### src/rtl/axi_llc_evict_wb_seq.sv
// LLC eviction write-back sequencer: takes one eviction descriptor at a time,
// writes the dirty victim line back over AXI (AW, per-beat data reads, B), then
// hands the descriptor on to the refill path.
//
// Ports:
//   clk_i, rst_ni          clock, synchronous active-low reset
//   desc_*                 eviction descriptor in (valid/ready, way, evict, index, tag)
//   aw_*                   write-back address channel out (valid/ready, addr, len)
//   rd_*                   data-storage read requests out (valid/ready, way, index, beat)
//   b_*                    write response in (valid/ready, err)
//   refill_*               released descriptor out (valid/ready, way, index, wb_err)
//   busy_o                 sequencer is not idle
module axi_llc_evict_wb_seq #(
    parameter int unsigned SetAssociativity = 8,
    parameter int unsigned IndexWidth       = 8,
    parameter int unsigned TagWidth         = 16,
    parameter int unsigned NumBlocks        = 4,
    parameter int unsigned ByteOffset       = 3,
    parameter int unsigned AddrWidth        =
        TagWidth + IndexWidth + $clog2(NumBlocks) + ByteOffset,
    localparam int unsigned WayWidth  =
        (SetAssociativity > 1) ? $clog2(SetAssociativity) : 1,
    localparam int unsigned BeatWidth =
        (NumBlocks > 1) ? $clog2(NumBlocks) : 1
) (
    input  logic                        clk_i,
    input  logic                        rst_ni,

    input  logic                        desc_valid_i,
    output logic                        desc_ready_o,
    input  logic [SetAssociativity-1:0] desc_way_ind_i,
    input  logic                        desc_evict_i,
    input  logic [IndexWidth-1:0]       desc_index_i,
    input  logic [TagWidth-1:0]         desc_tag_i,

    output logic                        aw_valid_o,
    input  logic                        aw_ready_i,
    output logic [AddrWidth-1:0]        aw_addr_o,
    output logic [7:0]                  aw_len_o,

    output logic                        rd_valid_o,
    input  logic                        rd_ready_i,
    output logic [WayWidth-1:0]         rd_way_o,
    output logic [IndexWidth-1:0]       rd_index_o,
    output logic [BeatWidth-1:0]        rd_beat_o,

    input  logic                        b_valid_i,
    output logic                        b_ready_o,
    input  logic                        b_err_i,

    output logic                        refill_valid_o,
    input  logic                        refill_ready_i,
    output logic [SetAssociativity-1:0] refill_way_ind_o,
    output logic [IndexWidth-1:0]       refill_index_o,
    output logic                        refill_wb_err_o,

    output logic                        busy_o
);

    localparam int unsigned OffWidth = AddrWidth - TagWidth - IndexWidth;

    typedef enum logic [2:0] {
        IDLE,
        AW,
        READ,
        WAIT_B,
        REFILL
    } state_e;

    state_e                      state_q, state_d;
    logic [BeatWidth-1:0]        cnt_q, cnt_d;
    logic [SetAssociativity-1:0] way_q, way_d;
    logic [IndexWidth-1:0]       index_q, index_d;
    logic [TagWidth-1:0]         tag_q, tag_d;
    logic                        err_q, err_d;
    logic [WayWidth-1:0]         way_enc;
    logic                        last_beat;

    always_ff @(posedge clk_i) begin
        if (!rst_ni) begin
            state_q <= IDLE;
            cnt_q   <= '0;
            way_q   <= '0;
            index_q <= '0;
            tag_q   <= '0;
            err_q   <= 1'b0;
        end else begin
            state_q <= state_d;
            cnt_q   <= cnt_d;
            way_q   <= way_d;
            index_q <= index_d;
            tag_q   <= tag_d;
            err_q   <= err_d;
        end
    end

    // Scan high to low so the lowest set bit is the last one written.
    always_comb begin
        way_enc = '0;
        for (int i = SetAssociativity - 1; i >= 0; i--) begin
            if (way_q[i]) begin
                way_enc = WayWidth'(i);
            end
        end
    end

    assign last_beat = (cnt_q == BeatWidth'(NumBlocks - 1));

    always_comb begin
        state_d        = state_q;
        cnt_d          = cnt_q;
        way_d          = way_q;
        index_d        = index_q;
        tag_d          = tag_q;
        err_d          = err_q;
        desc_ready_o   = 1'b0;
        aw_valid_o     = 1'b0;
        rd_valid_o     = 1'b0;
        b_ready_o      = 1'b0;
        refill_valid_o = 1'b0;
        unique case (state_q)
            IDLE: begin
                desc_ready_o = 1'b1;
                if (desc_valid_i) begin
                    way_d   = desc_way_ind_i;
                    index_d = desc_index_i;
                    tag_d   = desc_tag_i;
                    err_d   = 1'b0;
                    state_d = desc_evict_i ? AW : REFILL;
                end
            end
            AW: begin
                aw_valid_o = 1'b1;
                if (aw_ready_i) begin
                    state_d = READ;
                    cnt_d   = '0;
                end
            end
            READ: begin
                rd_valid_o = 1'b1;
                if (rd_ready_i) begin
                    if (last_beat) begin
                        state_d = WAIT_B;
                        cnt_d   = '0;
                    end else begin
                        cnt_d = cnt_q + BeatWidth'(1);
                    end
                end
            end
            WAIT_B: begin
                b_ready_o = 1'b1;
                if (b_valid_i) begin
                    err_d   = b_err_i;
                    state_d = REFILL;
                end
            end
            REFILL: begin
                refill_valid_o = 1'b1;
                if (refill_ready_i) begin
                    state_d = IDLE;
                end
            end
            default: state_d = IDLE;
        endcase
    end

    assign aw_addr_o        = {tag_q, index_q, {OffWidth{1'b0}}};
    assign aw_len_o         = 8'(NumBlocks - 1);
    assign rd_way_o         = way_enc;
    assign rd_index_o       = index_q;
    assign rd_beat_o        = cnt_q;
    assign refill_way_ind_o = way_q;
    assign refill_index_o   = index_q;
    assign refill_wb_err_o  = err_q;
    assign busy_o           = (state_q != IDLE);

`ifndef SYNTHESIS
    a_way_onehot: assert property (
        @(posedge clk_i) disable iff (!rst_ni)
        (desc_valid_i && desc_ready_o) |-> $onehot(desc_way_ind_i)
    );
`endif

endmodule

### config.mk
export PLATFORM = sky130hd
export DESIGN_NAME = axi_llc_evict_wb_seq
export DESIGN_NICKNAME = d
export VERILOG_FILES = /design/src/rtl/axi_llc_evict_wb_seq.sv
export SDC_FILE = /design/constraint.sdc
export NUM_CORES = 1
export LEC_CHECK = 0
export ABC_CLOCK_PERIOD_IN_PS = 1150
export CAP_MARGIN = 30
export CORE_MARGIN = 10
export CORE_UTILIZATION = 45
export DETAILED_ROUTE_END_ITERATION = 16
export DONT_BUFFER_PORTS = 1
export GPL_TIMING_DRIVEN = 0
export MAX_ROUTING_LAYER = met4
export PLACE_DENSITY = 0.68
export SLEW_MARGIN = 10
export SYNTH_ARGS = -nofsm -noshare
export SYNTH_HDL_FRONTEND = slang
export SYNTH_SLANG_ARGS = --single-unit
### constraint.sdc
create_clock -name clk_i -period 1.15 [get_ports clk_i]
set_input_delay 0.0575 -clock clk_i [delete_from_list [all_inputs] [get_ports clk_i]]
set_output_delay 0.0575 -clock clk_i [all_outputs]
set_load 0.01 [all_outputs]
Yosys cells after proc, flatten, opt, wreduce, memory -nomap -nowiden:

Index checks and enable logic that the tools add are counted.

* word-level logic and storage cells: 54
* register bits after elaboration: 38

* multiplexer cells: 28
* reduce and logical (&&, ||, !) cells: 8
* equal/unequal tests: 11
* $add $sub $neg: 1

Operator list (number)
* $mux W3: 15
* $pmux W3 S5: 1
* $ne A2 B2 Y1 const B: 6
* $mux W1: 7
* $eq A3 B2 Y1 const B: 2
* $mux W2: 3
* $reduce_and A3 Y1: 2
* $reduce_and A6 Y1: 1
* $pmux W2 S2: 1
* $reduce_bool A2 Y1: 2
* $eq A3 B1 Y1 const B: 1
* $eq A3 B3 Y1 const B: 1
* $logic_not A3 Y1: 1
* $reduce_bool A3 Y1: 1
* $add A2 B1 Y2 const B: 1
* $eq A2 B2 Y1 const B: 1
* $pmux W1 S2: 1
* $reduce_and A2 Y1: 1

Logic depth before layout (Yosys ltp):

* depth in word-level cells: 8
* gate-level depth with buffers: 7
* mapped depth without buffers: 5

Worst setup path after synthesis:

Ideal clock, no wire load.

* path kind: register to register
* start point: register state_q[2]
* end point: register way_q[5] (netlist: refill_way_ind_o[5])
* arrival: 1.167 ns
* period minus slack after synthesis: 1.233 ns
* cell stages (with the launch flop): 8
* library setup time: 0.066 ns
* slack: -0.083 ns
* cells stage by stage: dfxtp_1 > buf_4 > nor3_4 > and2_1 > buf_6 > buf_6 > nand2_1 > a21boi_2

* word-level cells in the longest chain between the ends: 2

RTL lines
* start, declared: RTL line 70 `state_e state_q, state_d;`
* start signal, assigned: RTL line 88 `state_q <= state_d;`
* $logic_not A3 Y1: RTL line 121 `unique case (state_q)`
* $reduce_and A2 Y1 (no line)
* end signal, assigned: RTL line 90 `way_q <= way_d;`
* end, declared: RTL line 72 `logic [SetAssociativity-1:0] way_q, way_d;`

Every way passes these cells.
A chain may end at the register's enable or synchronous reset.

Worst setup path after layout:

* start point: register way_q[3] (netlist: refill_way_ind_o[3])
* end point: output port rd_way_o[2]

* word-level cells in the longest chain between the ends: 4

RTL lines
* $mux W3 (4 in a row): RTL line 101 `if (way_q[i]) begin`
* end, declared: RTL line 43 `output logic [WayWidth-1:0] rd_way_o,`

Every way passes these cells.

==> results.md <==
* Status: finished with violations
* Root Driver: clkbuf_8
* Nets at 343
* Layout Cells excl Fill at 354
* Num CTS Buffers at 5
* Drt wl/cell at 16.9 um
* Vias in the first global route at 1758
* Setup CP Type: reg2out
* Startpoint Class: register
* Clock latency on the worst-skew pair at 0.28 ns
* DRT Pass-1 Iters at 4
* Worst VDD drop at 619 uV
* Most frequent cells in the layout: nand2_1, buf_4, dlygate4sd3_1
* Failing checks: negative setup slack
* Max Cap Viol at 0
* Largest net degree at the start of global routing at 12
* Final Hold Fails at 0
* Final wirelength at 5.98 mm
* CP top delay family: simple AND/OR/NAND/NOR gates
* Clock Path Buffers at 2
* Register bit count reported by yosys at 38
* Global-route wire length before repair at 9.18 mm
* Filler Cell Count at 359
* Register area at 796 sq um
* Placeable Area at 0.00432 sq mm
* Die W at 86.7 um
* DR vias/cell at 4.87
* Port Buffer Count at 0
* Synth Instances at 235
* Pwr Total at 3.56 mW
* Reg2Reg Depth at 6
* Inst Count DP at 298
* # DRC at 0
* DR vias at 1724
* Fmax at 0.694 GHz
* Static Leak at 1.16 nW
* Remaining Overflow, GRT at 0
* Pwr per Cell Area at 1220 mW/mm^2
* H-Tree Depth at 2
* Synth cell types at 30
* Initial antenna violation count at 0
* Hold Crit Class: in2reg
* Hold depth at 3
* Critical path required time at 1.09 ns
* Setup TNS at -8.35 ns
* Critical Path Max Stage Delay at 0.56 ns
* Final setup margin at -0.290 ns
* I/O Pins at 114
* WP buf/inv at 0
* Warnings, synthesis at 0
* Clk_skew at 0.00464 ns
* Chip height at 86.7 um
* Diodes inserted at 0
* Footprint of the multi-input gates at 0.00112 sq mm
* Clock net sink count at 38
* Die area at 0.00752 sq mm
* Routability cong. at 0.732
* Initial core utilization at 46.3%
* Final period util at 125%
* Post-DP HPWL at 4.15 mm
* Commonest non-fill, non-tap cell in the layout: nand2_1
* RSZ-0062 raised after global routing: true
* Clk slew on worst S/H paths at 0.08 ns
* Site Rows at 24
* Fin. max-slew vios at 0
* Critical path depth in cells at 2
* Drt initial violations at 54
* Kind of end point of the critical path: primary output
* CP Max Fanout at 5
* Slowest-stage cell, CP: or4_4
* Part of the Yosys area used for sequential elements at 38.0%
* Sequence of cells on the critical path: or4_4 > a21oi_4
* Syn-to-layout area delta at 45.8%
* Final ANT Viol Nets at 0
* Post-route minimum period at 1.44 ns
* Endpoints failing setup at 39
* Post-synthesis cell area at 0.00200 sq mm
* GRT Util Overall at 15.6%
* Critical Path AT at 1.38 ns
* CTS tree: done
* Syn Area/Cell at 8.52 sq um
* Layout cells sized above 1 at 44.0%
* Hold Slack at 0.0163 ns
-- sequential cells by signal (all words and copies together) (netlist names) --
register / count
tag_q: 16
refill_way_ind_o: 8
refill_wb_err_o: 1
state_q: 3
rd_beat_o: 2
rd_index_o: 8
-- final timing paths --
kind                                          start  slack, ns                   to
worst max-delay path            refill_way_ind_o[3]      -0.29          rd_way_o[2]
worst min-delay path                   desc_valid_i       0.02  refill_way_ind_o[3]
worst max register to register           state_q[1]      -0.27             tag_q[5]
worst min register to register         rd_beat_o[1]       0.51         rd_beat_o[1]
-- worst min-delay path, cell delays in order --
cell and delay, ns:
nand2_2 0.08, nand2_1 0.08, a21boi_1 0.05
-- metrics by stage --
stage	cell area, sq um	setup slack (ns)	util [%]
after floorplan	2050	-0.0650	-
after global placement	2110	-0.251	48.9
after detailed placement	2110	-0.269	48.9
after CTS	2830	-0.301	65.4
after global routing	2920	-0.361	67.5
final	2920	-0.290	67.5
-- synth_stat cells, drive strengths merged --
master / n / area share (%)
a21boi: 33 / 18
a21oi: 8 / 2.0
a31oi: 1 / 0.31
a32o: 1 / 0.50
and2: 2 / 0.62
buf: 38 / 15
clkbuf: 5 / 0.94
conb: 2 / 0.38
dfxtp: 38 / 38
ha: 1 / 0.62
inv: 3 / 0.56
nand2: 71 / 13
nand2b: 2 / 0.62
nand3: 3 / 0.75
nand3b: 3 / 1.1
nand4: 3 / 0.94
nor2: 3 / 0.56
nor2b: 3 / 0.94
nor3: 4 / 1.6
nor3b: 3 / 1.1
nor4b: 1 / 0.44
o21ai: 3 / 0.75
o21bai: 1 / 0.38
o31ai: 1 / 0.38
or3: 1 / 0.31
or4: 1 / 0.38
-- logic make-up after synthesis --
group / after synthesis / share of synthesized area, %
DFF: 38 / 38.0
adders and majority gates: 1 / 0.625
buffers and inverters: 46 / 16.0
other: 2 / 0.375
AOI/OAI and AO/OA: 48 / 22.3
and+or+nand+nor: 100 / 22.7
-- where the power goes --
part	switching, mW	internal (mW)
Sequential	0.165	1.42
Clock	0.462	0.484
Combinational	0.487	0.545
Total	1.11	2.45
-- final cells by class --
class | count | share of cell area, %
multi-input cells | 162 | 38.4
flip-flops and latches | 38 | 27.3
repair buffers | 49 | 17.2
plain buffers | 42 | 11.3
clock buffers | 7 | 2.96
well taps | 52 | 2.23
inverters | 3 | 0.386
clock inverters | 1 | 0.172
-- routing by layer --
layer / track usage [%] / vias to the layer above / part of all wire, %
met5: - / - / 0
met4: 4.57 / 0 / 1.3
met3: 6.19 / 8 / 10
met2: 26.4 / 78 / 51
met1: 16.4 / 777 / 37
li1: - / 861 / -
-- timing repair --
item / 4_1_cts / 5_1_grt
hold buffers: 36 / 0
hold endpoints to repair: 35 / 0
setup buffers: 7 / 5
gates cloned: 1 / 1
resized for setup: 64 / 14
endpoints found under the setup margin: 45 / 45
pin swaps: 12 / 11
(Power assumes the default switching activity.)
